`src/rtl/ring_router_pkg.sv`:
```
// Shared packet-field positions, port indices and helpers for the ring router node.
package ring_router_pkg;

    // Packet bit positions; bit 0 is the MSB of the 64-bit packet
    localparam int unsigned PKT_W   = 64;
    localparam int unsigned VC_BIT  = 0;
    localparam int unsigned DIR_BIT = 1;
    localparam int unsigned HOP_MSB = 8;
    localparam int unsigned HOP_LSB = 15;

    typedef logic [0:PKT_W-1] pkt_t;

    // Link / arbiter request index
    typedef enum logic [1:0] {
        CW  = 2'd0,
        CCW = 2'd1,
        PE  = 2'd2
    } port_e;

    // Returns the packet with its hop count reduced by one; other fields untouched
    function automatic pkt_t hop_dec(input pkt_t pkt);
        pkt_t w_pkt;
        w_pkt                  = pkt;
        w_pkt[HOP_MSB:HOP_LSB] = pkt[HOP_MSB:HOP_LSB] - 8'd1;
        return w_pkt;
    endfunction

    // Cyclic successor in arbitration order cw -> ccw -> pe -> cw
    function automatic port_e next_port(input port_e p);
        case (p)
            CW:      return CCW;
            CCW:     return PE;
            default: return CW;
        endcase
    endfunction

endpackage

```
`src/rtl/rr_arb3.sv`:
```
// Three-request round-robin arbiter; the granted requester drops to lowest priority.
module rr_arb3
    import ring_router_pkg::*;
(
    input  logic       clk,
    input  logic       reset,
    input  logic       i_en,
    input  logic [2:0] i_req,
    output logic [2:0] o_gnt
);

    port_e r_ptr;
    port_e w_ptr_nxt;
    port_e w_cand;
    logic  w_found;

    // Scan requests starting at the pointer; first hit wins when the output is free
    always_comb begin
        o_gnt     = '0;
        w_found   = 1'b0;
        w_ptr_nxt = r_ptr;
        w_cand    = r_ptr;
        for (int unsigned k = 0; k < 3; k++) begin
            if (i_en && !w_found && i_req[w_cand]) begin
                o_gnt[w_cand] = 1'b1;
                w_found       = 1'b1;
                w_ptr_nxt     = next_port(w_cand);
            end
            w_cand = next_port(w_cand);
        end
    end

    // Priority pointer: cw highest after reset, moves only on a grant
    always_ff @(posedge clk) begin
        if (reset) begin
            r_ptr <= CW;
        end else begin
            r_ptr <= w_ptr_nxt;
        end
    end

endmodule

```
`src/rtl/ring_router_node.sv`:
```
// Three-port, two-VC bidirectional ring router node. Each cycle the VC equal to
// polarity moves input->output internally, while the other VC crosses the links.
module ring_router_node
    import ring_router_pkg::*;
(
    input  logic        clk,
    input  logic        reset,
    output logic        polarity,
    input  logic        cwsi,
    input  logic        ccwsi,
    input  logic        pesi,
    output logic        cwri,
    output logic        ccwri,
    output logic        peri,
    input  logic [0:63] cwdi,
    input  logic [0:63] ccwdi,
    input  logic [0:63] pedi,
    output logic        cwso,
    output logic        ccwso,
    output logic        peso,
    input  logic        cwro,
    input  logic        ccwro,
    input  logic        pero,
    output logic [0:63] cwdo,
    output logic [0:63] ccwdo,
    output logic [0:63] pedo
);

    logic       r_pol;
    logic [1:0] r_ib_full [3];
    pkt_t       r_ib_data [3][2];
    logic [1:0] r_ob_full [3];
    pkt_t       r_ob_data [3][2];

    logic       w_p;
    logic       w_np;
    logic [2:0] w_si;
    pkt_t       w_di [3];
    logic [2:0] w_so;
    logic [2:0] w_hz;
    logic       w_pe_dir;
    logic [2:0] w_req_cwo;
    logic [2:0] w_req_ccwo;
    logic [2:0] w_req_peo;
    logic [2:0] w_gnt_cwo;
    logic [2:0] w_gnt_ccwo;
    logic [2:0] w_gnt_peo;
    logic [2:0] w_clr;
    pkt_t       w_sel_cwo;
    pkt_t       w_sel_ccwo;
    pkt_t       w_sel_peo;

    assign w_p      = r_pol;
    assign w_np     = ~r_pol;
    assign polarity = r_pol;

    assign w_si[CW]  = cwsi;
    assign w_si[CCW] = ccwsi;
    assign w_si[PE]  = pesi;
    assign w_di[CW]  = cwdi;
    assign w_di[CCW] = ccwdi;
    assign w_di[PE]  = pedi;

    // External phase: link handshakes use the VC opposite to polarity
    assign cwri  = ~r_ib_full[CW][w_np];
    assign ccwri = ~r_ib_full[CCW][w_np];
    assign peri  = ~r_ib_full[PE][w_np];

    assign w_so[CW]  = r_ob_full[CW][w_np]  & cwro;
    assign w_so[CCW] = r_ob_full[CCW][w_np] & ccwro;
    assign w_so[PE]  = r_ob_full[PE][w_np]  & pero;

    assign cwso  = w_so[CW];
    assign ccwso = w_so[CCW];
    assign peso  = w_so[PE];
    assign cwdo  = w_so[CW]  ? r_ob_data[CW][w_np]  : '0;
    assign ccwdo = w_so[CCW] ? r_ob_data[CCW][w_np] : '0;
    assign pedo  = w_so[PE]  ? r_ob_data[PE][w_np]  : '0;

    // Internal phase: routing decision for the polarity VC of each input
    assign w_hz[CW]  = (r_ib_data[CW][w_p][HOP_MSB:HOP_LSB]  == 8'd0);
    assign w_hz[CCW] = (r_ib_data[CCW][w_p][HOP_MSB:HOP_LSB] == 8'd0);
    assign w_hz[PE]  = (r_ib_data[PE][w_p][HOP_MSB:HOP_LSB]  == 8'd0);
    assign w_pe_dir  = r_ib_data[PE][w_p][DIR_BIT];

    // Build per-output request vectors; ring inputs keep their direction
    always_comb begin
        w_req_cwo       = '0;
        w_req_ccwo      = '0;
        w_req_peo       = '0;
        w_req_cwo[CW]   = r_ib_full[CW][w_p]  & ~w_hz[CW];
        w_req_cwo[PE]   = r_ib_full[PE][w_p]  & ~w_hz[PE] & ~w_pe_dir;
        w_req_ccwo[CCW] = r_ib_full[CCW][w_p] & ~w_hz[CCW];
        w_req_ccwo[PE]  = r_ib_full[PE][w_p]  & ~w_hz[PE] &  w_pe_dir;
        w_req_peo[CW]   = r_ib_full[CW][w_p]  &  w_hz[CW];
        w_req_peo[CCW]  = r_ib_full[CCW][w_p] &  w_hz[CCW];
        w_req_peo[PE]   = r_ib_full[PE][w_p]  &  w_hz[PE];
    end

    rr_arb3 u_arb_cwo (
        .clk   (clk),
        .reset (reset),
        .i_en  (~r_ob_full[CW][w_p]),
        .i_req (w_req_cwo),
        .o_gnt (w_gnt_cwo)
    );

    rr_arb3 u_arb_ccwo (
        .clk   (clk),
        .reset (reset),
        .i_en  (~r_ob_full[CCW][w_p]),
        .i_req (w_req_ccwo),
        .o_gnt (w_gnt_ccwo)
    );

    rr_arb3 u_arb_peo (
        .clk   (clk),
        .reset (reset),
        .i_en  (~r_ob_full[PE][w_p]),
        .i_req (w_req_peo),
        .o_gnt (w_gnt_peo)
    );

    // Each input requests at most one output, so the OR of grants is its clear
    assign w_clr = w_gnt_cwo | w_gnt_ccwo | w_gnt_peo;

    assign w_sel_cwo  = w_gnt_cwo[CW]   ? r_ib_data[CW][w_p]  : r_ib_data[PE][w_p];
    assign w_sel_ccwo = w_gnt_ccwo[CCW] ? r_ib_data[CCW][w_p] : r_ib_data[PE][w_p];
    assign w_sel_peo  = w_gnt_peo[CW]   ? r_ib_data[CW][w_p]  :
                        w_gnt_peo[CCW]  ? r_ib_data[CCW][w_p] : r_ib_data[PE][w_p];

    // Buffer state: link fills/drains on VC ~p, internal moves on VC p
    always_ff @(posedge clk) begin
        if (reset) begin
            r_pol <= 1'b0;
            for (int unsigned i = 0; i < 3; i++) begin
                r_ib_full[2'(i)] <= '0;
                r_ob_full[2'(i)] <= '0;
            end
        end else begin
            r_pol <= ~r_pol;
            for (int unsigned i = 0; i < 3; i++) begin
                if (w_si[2'(i)] && !r_ib_full[2'(i)][w_np]) begin
                    r_ib_full[2'(i)][w_np] <= 1'b1;
                    r_ib_data[2'(i)][w_np] <= w_di[2'(i)];
                end
                if (w_clr[2'(i)]) begin
                    r_ib_full[2'(i)][w_p] <= 1'b0;
                end
                if (w_so[2'(i)]) begin
                    r_ob_full[2'(i)][w_np] <= 1'b0;
                end
            end
            if (|w_gnt_cwo) begin
                r_ob_full[CW][w_p] <= 1'b1;
                r_ob_data[CW][w_p] <= hop_dec(w_sel_cwo);
            end
            if (|w_gnt_ccwo) begin
                r_ob_full[CCW][w_p] <= 1'b1;
                r_ob_data[CCW][w_p] <= hop_dec(w_sel_ccwo);
            end
            if (|w_gnt_peo) begin
                r_ob_full[PE][w_p] <= 1'b1;
                r_ob_data[PE][w_p] <= w_sel_peo;
            end
        end
    end

endmodule

```
`config.mk`:
```
export PLATFORM = sky130hd
export DESIGN_NAME = ring_router_node
export DESIGN_NICKNAME = d
export VERILOG_FILES = /design/src/rtl/ring_router_pkg.sv /design/src/rtl/rr_arb3.sv /design/src/rtl/ring_router_node.sv
export SDC_FILE = /design/constraint.sdc
export NUM_CORES = 1
export LEC_CHECK = 0
export ABC_AREA = 0
export BUFFER_PORTS_ARGS = -buffer_cell sky130_fd_sc_hd__buf_2
export CAP_MARGIN = 20
export CORE_ASPECT_RATIO = 0.6
export CORE_MARGIN = 8
export CORE_UTILIZATION = 63
export DETAILED_ROUTE_END_ITERATION = 6
export PLACE_DENSITY = 0.85
export SLEW_MARGIN = 20
export SYNTH_ARGS = -nofsm -noshare
export SYNTH_HDL_FRONTEND = slang
export SYNTH_SLANG_ARGS = --single-unit
```
`constraint.sdc`:
```
create_clock -name clk -period 19.5 [get_ports clk]
set_clock_uncertainty 0.1 [all_clocks]
set_input_delay 3.9 -clock clk [delete_from_list [all_inputs] [get_ports clk]]
set_output_delay 3.9 -clock clk [all_outputs]
set_load 0.05 [all_outputs]
```
==> run summary, run 1 <==
Outcome = complete, no violations
Pre-CTS setup slack = 10.08 ns
Total track usage = 0.278
Total gr overflow = 0
Die area = 0.0606 mm²
CTS Root Cell = clkbuf_16
TritonCTS clock tree = yes
Cts hold-fix bufs = 0
Footprint of the multi-input gates = 0.00927 mm²
PwrDens = 98.0 mW/mm²
CTS resizes = 0
Global placement routability congestion = 0.912
Most frequent cells in the layout = edfxtp_1, buf_2, nor2_1
Max-cap viol count = 0
P&R area growth vs syn = 15.0%
Post-CTS Repair Setup Buffers = 0
H-tree levels = 3
Yosys reg bits = 787
First-pass GRT wire length = 127 mm
Leading cell type in the layout, fill and taps excluded = edfxtp_1
FF/Latch Area = 0.0235 mm²
Sequential share of power = 0.531
Internal Power = 0.00285 W
Final setup viols = 0
Overall Power = 0.00375 W
Mapped Area = 0.0332 mm²
Sequential fraction of the synthesis area = 0.706
PortBufs = 398
CTS sink cnt = 787
Final Max Slew Viols = 0
# IOs = 399
DRT Pass-1 Iters = 6
Net Sw Power = 0.000902 W
Crit path kind = in2out
Drt drc = 0
Clock slew at reported path FFs = 0.06 ns
DRT iter0 DRCs = 2342
Final-report hold violation count = 0
Synthesized instance count = 1855
CP max FO = 65
Pin count of the biggest net entering global routing = 133
Filler cell count = 3133
FMAX = 105 MHz
Post-synth ARST share = 0
Dpl hpwl = 53.8 mm
Slew margin rel. = 0.216
Layout cells sized above 1 = 0.320
Die X-Extent = 313 µm
TNS Setup = 0 ns
Syn_nets = 2057
Crit end category = output pin
Ys Warns = 0
Clk buf depth = 3
WP data arrival = 5.50 ns
Primary FF master, synth = edfxtp_1
Least-Margin Pin Slew = 1.18 ns
Logic pwr share = 0.117
Crit share post-route = 0.487
Minimum clock period = 9.50 ns
Setup repair after global routing missed its margin = no
HP Class = reg2reg
Via count = 19567
Switching Share = 0.241
Clk pwr share = 0.352
Crit path required time = 15.50 ns
Die H = 194 µm
Detail-routed via count per cell = 6.49
Final #Nets = 2452
Maximum VDD drop = 115 µV
Final WL = 86.7 mm
Vias in the first global route = 20096
Post-layout util = 0.730
Placeable Area = 0.0524 mm²
Initial Utilization = 0.635
Synth cell types = 58
Avg Inst Size Synth = 17.9 µm²
DR WL/cell = 28.8 µm
Cell Rows = 65
Number of flops mapped to enable cells by yosys = 772
Remaining antenna violation count after routing = 0
Pleak = 13.5 nW
Final WS setup = 10.0 ns
Startpoint Class = primary input
Clock buffer count from CTS = 70
Clk_lat worst skew = 0.59 ns
Initial antenna violation count = 21
[logic make-up after synthesis]
logic type      share of synthesized area
flops                               0.706
mux                                 0.204
simple gates                       0.0454
buf+inv                            0.0189
compound gates                     0.0208
xor+xnor                          0.00342
fa+ha+maj                        0.000753
[state kept, by name (all words and copies together), names as in the netlist]
| register | cells |
|---|---|
| u_arb_cwo.r_ptr | 2 |
| r_ob_full | 6 |
| u_arb_ccwo.r_ptr | 2 |
| r_ob_data | 384 |
| r_ib_data | 384 |
| polarity | 1 |
| u_arb_peo.r_ptr | 2 |
| r_ib_full | 6 |
[worst max-delay path, cell delays in order]
cell and delay [ns]:
buf_2 0.12, nand2_4 0.50, nor2_1 0.57, buf_2 0.36
[power by group through the flow]
| stage | logic, W | clock network [W] | registers (W) |
|---|---|---|---|
| after floorplan | 0.000292 | 0 | 0.00202 |
| after global placement | 0.000412 | 0 | 0.00202 |
| after detailed placement | 0.000431 | 0 | 0.00203 |
| after CTS | 0.000433 | 0.00133 | 0.00199 |
| after global routing | 0.000459 | 0.00139 | 0.00200 |
| final | 0.000437 | 0.00132 | 0.00199 |
[routing by layer]
metal / track usage / vias up / wire length [µm]
li1: - / 8150 / -
met3: 0.0756 / 217 / 8880
met4: 0.0818 / 22 / 2580
met2: 0.460 / 1195 / 42800
met1: 0.363 / 9983 / 32300
met5: 0 / - / 140
[area by class of cell]
cell class	count	share of cell area
antenna	11	0.000720
tap	703	0.0230
clock buffer	103	0.0504
timing repair buffer	431	0.0625
sequential	787	0.614
multi-input combinational	942	0.242
inverter	18	0.00177
clock inverter	18	0.00501
[Yosys cell counts (all sizes together) (3+ instances only)]
cell type / instances / share of area
edfxtp: 772 / 0.70
nor2: 281 / 0.032
mux2i: 265 / 0.080
mux4: 181 / 0.12
buf: 78 / 0.013
a21oi: 77 / 0.012
clkbuf: 30 / 0.0034
nand2: 26 / 0.0030
inv: 18 / 0.0020
dfxtp: 15 / 0.0090
o21ai: 13 / 0.0020
nand2b: 11 / 0.0021
nor4: 10 / 0.0021
xnor2: 9 / 0.0024
nor3: 7 / 0.0012
mux2: 6 / 0.0020
nand3: 6 / 0.00090
nor2b: 6 / 0.0012
or2: 4 / 0.00075
xor2: 4 / 0.0011
a211oi: 3 / 0.0012
nor3b: 3 / 0.00068
o211ai: 3 / 0.00068
[stage by stage]
step	hold WS, ns	std cells	area [µm²]
after global placement	0.371	2872	35900
after floorplan	0.356	1855	33200
after detailed placement	0.393	2877	36000
final	0.407	3013	38200
after global routing	0.440	3009	38200
after CTS	0.403	2998	38100
[final timing paths]
path	start	endpoint	slack (ns)	depth (start not counted)
worst max-delay path	cwro	cwdo[55]	10.0	4
worst min-delay path	r_ob_full[0][4]	r_ob_full[0][4]	0.41	2
worst max register to register	polarity	r_ob_data[0][85]	13.18	8
worst min register to register	r_ob_full[0][4]	r_ob_full[0][4]	0.41	2
No activity file was read; power rests on OpenSTA's default activity.
==> inputs of run 2 (changes only) <==
--- a/config.mk
+++ b/config.mk
@@ -10,9 +10,9 @@
 export CAP_MARGIN = 20
 export CORE_ASPECT_RATIO = 0.6
 export CORE_MARGIN = 8
-export CORE_UTILIZATION = 63
+export CORE_UTILIZATION = 58
 export DETAILED_ROUTE_END_ITERATION = 6
-export PLACE_DENSITY = 0.85
+export PLACE_DENSITY = 0.8
 export SLEW_MARGIN = 20
 export SYNTH_ARGS = -nofsm -noshare
 export SYNTH_HDL_FRONTEND = slang
==> constraint.sdc (replaced) <==
create_clock -name clk -period 9.94 [get_ports clk]
set_clock_uncertainty 0.1 [all_clocks]
set_input_delay 1.988 -clock clk [delete_from_list [all_inputs] [get_ports clk]]
set_output_delay 1.988 -clock clk [all_outputs]
set_load 0.05 [all_outputs]
==> run summary, run 2 (synthesis gave the netlist of run 1 again) <==
CTS sink cnt = 787
Pin count of the biggest net entering global routing = 141
CP max stage delay = 0.91 ns
Crit path required time = 7.85 ns
Clock buffer count from CTS = 70
Placeable Area = 0.0571 mm²
Drt drc = 0
Final WS setup = 3.74 ns
Vias in the first global route = 20197
DRT iter0 DRCs = 2551
Initial Utilization = 0.582
TNS Setup = 0 ns
Minimum clock period = 6.20 ns
Via count = 19317
PwrDens = 194 mW/mm²
Crit path max-delay family = buffers and inverters
H-tree levels = 3
Crit end category = output pin
Clk_lat worst skew = 0.62 ns
Cell Rows = 68
Die X-Extent = 325 µm
Final setup viols = 0
Crit share post-route = 0.624
Least-Margin Pin Slew = 1.09 ns
WP data arrival = 4.11 ns
Most frequent cells in the layout = edfxtp_1, buf_2, nor2_1
Startpoint Class = flop
Setup repair after global routing missed its margin = no
Post-CTS Repair Setup Buffers = 0
Filler cell count = 3808
WL met2 = 41.6 mm
Pre-CTS setup slack = 4.24 ns
Critical path's slowest cell = dfxtp_4
# IOs = 399
Dpl hpwl = 54.9 mm
CTS Root Cell = clkbuf_16
FMAX = 161 MHz
Crit path kind = reg2out
Die H = 201 µm
CTS resizes = 0
Global placement routability congestion = 0.878
Final Max Slew Viols = 0
Leading cell type in the layout, fill and taps excluded = edfxtp_1
Total gr overflow = 0
Layout cells sized above 1 = 0.322
First-pass GRT wire length = 128 mm
Largest registers = r_ib_data: 384 flops, r_ob_data: 384 flops
Buf+Inv Stages, Crit Path = 3
Initial antenna violation count = 26
TritonCTS clock tree = yes
Met3 Routed Length = 9.05 mm
Total track usage = 0.261
Cts hold-fix bufs = 0
CP cell instances = buf_4 -> buf_12 -> mux2i_1 -> nor2_1 -> buf_2
Detail-routed via count per cell = 6.27
Slew margin rel. = 0.272
Clock slew at reported path FFs = 0.07 ns
Top sig layer = met5
Remaining antenna violation count after routing = 0
Outcome = complete, no violations
Maximum VDD drop = 122 µV
Max-cap viol count = 0
Post-layout util = 0.670
Final WL = 86.8 mm
Final #Nets = 2447
Pleak = 13.5 nW
CP max FO = 140
Die area = 0.0655 mm²
DRT Pass-1 Iters = 5
Clk buf depth = 3
HP Class = reg2reg
PortBufs = 398
Final-report hold violation count = 0
DR WL/cell = 28.2 µm
Wl on met1 = 33.7 mm
P&R area growth vs syn = 15.1%
-- run 2: final cells by class --
class                      instances  area (µm²)  area share
clock inverter                    29         259     0.00677
tap                              770         963      0.0252
multi-input combinational        942        9270       0.242
sequential                       787       23500       0.614
antenna                           17        42.5     0.00111
clock buffer                      93        1940      0.0508
inverter                          18        67.6     0.00177
timing repair buffer             426        2250      0.0587
-- run 2: layer usage --
metal,global-route usage,vias to the layer above
met4,0.0936,14
met2,0.412,1130
met5,0,-
met1,0.351,9847
met3,0.0711,169
li1,-,8157
-- run 2: metrics by stage --
| step | power, W | area (µm²) | cells | hold WS, ns |
|---|---|---|---|---|
| 3_3_place_gp | 0.00478 | 36000 | 2942 | 0.372 |
| 2_1_floorplan | 0.00454 | 33200 | 1855 | 0.356 |
| 3_5_place_dp | 0.00482 | 36000 | 2942 | 0.380 |
| 4_1_cts | 0.00744 | 38200 | 3064 | 0.396 |
| 5_1_grt | 0.00762 | 38300 | 3081 | 0.437 |
| 6_report | 0.00741 | 38300 | 3082 | 0.409 |
-- run 2: final timing paths --
| path | cells after the start | startpoint | to | slack (ns) |
|---|---|---|---|---|
| max | 5 | polarity | pedo[23] | 3.74 |
| min | 1 | u_arb_ccwo.r_ptr[1] | u_arb_ccwo.r_ptr[1] | 0.41 |
| max reg2reg | 9 | polarity | r_ob_data[0][360] | 4.24 |
| min reg2reg | 1 | u_arb_ccwo.r_ptr[1] | u_arb_ccwo.r_ptr[1] | 0.41 |
-- run 2: power breakdown --
part / switching [W] / internal (W) / total, W
clock: 0.00117 / 0.00148 / 0.00265
combinational: 0.000550 / 0.000303 / 0.000853
sequential: 0.0000611 / 0.00385 / 0.00391
==> inputs of run 3 (changes only) <==
==> constraint.sdc (replaced) <==
create_clock -name clk -period 6.4 [get_ports clk]
set_clock_uncertainty 0.1 [all_clocks]
set_input_delay 1.28 -clock clk [delete_from_list [all_inputs] [get_ports clk]]
set_output_delay 1.28 -clock clk [all_outputs]
set_load 0.05 [all_outputs]
==> run summary, run 3 (synthesis gave the netlist of run 1 again) <==
End of the worst register-to-register path = r_ob_data[0][229]
Final-report hold violation count = 0
CP max FO = 60
H-tree levels = 3
Clk buf depth = 3
Minimum clock period = 5.24 ns
Placeable Area = 0.0571 mm²
Hold-critical path depth = 2
DRT iter0 DRCs = 2123
CTS sink cnt = 787
Least-Margin Pin Slew = 1.14 ns
Dpl cells = 2951
Slew margin rel. = 0.239
FF-to-FF path depth = 7
Crit path required time = 5.02 ns
Total gr overflow = 0
Final WS setup = 1.16 ns
TritonCTS clock tree = yes
Min-delay src = r_ob_full[0][5]
GR Layer Usage met3 = 0.0608
Crit end category = output pin
PortBufs = 398
Final instance area = 0.0384 mm²
Final WL = 87.4 mm
Gr busiest metal = met2
Post-CTS Repair Setup Buffers = 0
DRT Pass-1 Iters = 6
Maximum VDD drop = 205 µV
Detail-routed via count per cell = 6.24
Met1 Track Usage GR = 0.347
Outcome = complete, no violations
Pre-CTS setup slack = 1.67 ns
First-pass GRT wire length = 127 mm
Max-cap viol count = 0
Clock slew at reported path FFs = 0.06 ns
Remaining antenna violation count after routing = 0
Cell Rows = 68
Die X-Extent = 325 µm
Global placement routability congestion = 0.897
# IOs = 399
Crit path kind = reg2out
Die area = 0.0655 mm²
Post-layout util = 0.673
Startpoint Class = flop
WP data arrival = 3.86 ns
GRT met2 Usage = 0.428
Vias in the first global route = 19748
PwrDens = 299 mW/mm²
Pleak = 13.6 nW
Initial antenna violation count = 14
P&R area growth vs syn = 15.5%
Layout cells sized above 1 = 0.324
Total track usage = 0.259
Crit share post-route = 0.819
Largest registers = r_ib_data: 384 flops, r_ob_data: 384 flops
Placement-stage cell area = 0.0362 mm²
Final #Nets = 2456
Drt drc = 0
TNS Setup = 0 ns
Setup repair after global routing missed its margin = no
HP Class = reg2reg
Clk_lat worst skew = 0.60 ns
Final setup viols = 0
Leading cell type in the layout, fill and taps excluded = edfxtp_1
Reg2reg setup slack = 1.59 ns
CTS resizes = 0
Final Max Slew Viols = 0
Clock buffer count from CTS = 71
Dpl hpwl = 55.8 mm
Initial Utilization = 0.582
Most frequent cells in the layout = edfxtp_1, buf_2, nor2_1
Reg2reg start = polarity
Pin count of the biggest net entering global routing = 117
Cts hold-fix bufs = 0
CTS Root Cell = clkbuf_16
DR WL/cell = 28.4 µm
Via count = 19239
Die H = 201 µm
Fin cells = 3083
FMAX = 191 MHz
Endpoint, Worst Hold = r_ob_full[0][5]
## run 3: cell count changes in the layout (fill, tap and decap cells not counted), moves of 2 or more
cell,change
nor3b_2,-2
clkinv_2,+3
nor3b_4,+2
buf_12,+7
clkbuf_8,-2
diode_2,-9
## run 3: final cells by class
| cell class | count | area [µm²] |
|---|---|---|
| flip-flops and latches | 787 | 23500 |
| fillers | 3711 | 18700 |
| multi-input cells | 942 | 9280 |
| repair buffers | 434 | 2420 |
| clock buffers | 90 | 1890 |
| well taps | 770 | 963 |
| clock inverters | 34 | 279 |
| inverters | 18 | 67.6 |
| diodes | 8 | 20.0 |
## run 3: how the worst max path moves through the flow
stage | endpoint | slack (ns) | cells after the start | from
global placement | r_ob_data[0][330] | 1.65 | 10 | polarity
detailed placement | r_ob_data[0][221] | 1.67 | 7 | polarity
global route | ccwdo[3] | 0.84 | 5 | polarity
floorplan | r_ib_data[0][128] | 0.65 | 6 | polarity
CTS | ccwdo[3] | 1.08 | 5 | polarity
finish | ccwdo[3] | 1.16 | 5 | polarity
## run 3: critical path, stage by stage (launching register included)
cell     delay (ns)
dfxtp_4        0.94
buf_4          0.59
buf_4          0.86
mux2i_1        0.32
nor2_1         0.17
buf_2          0.30
## run 3: layer usage
metal / up-vias / part of all wire / routed length (µm)
met2: 1138 / 0.49 / 42800
met3: 149 / 0.11 / 9220
met5: - / 0.00085 / 74
li1: 8140 / - / -
met4: 12 / 0.025 / 2160
met1: 9800 / 0.38 / 33100
## run 3: power breakdown
part	switching [W]	internal [W]	leakage [nW]
clock	0.00183	0.00226	1.06
combinational	0.000850	0.000477	5.37
sequential	0.0000999	0.00598	7.15
## run 3: through the flow
stage                     hold slack, ns  total power (W)
after detailed placement           0.397          0.00750
after global routing               0.430           0.0118
after floorplan                    0.356          0.00704
after global placement             0.378          0.00745
after CTS                          0.405           0.0115
final                              0.407           0.0115
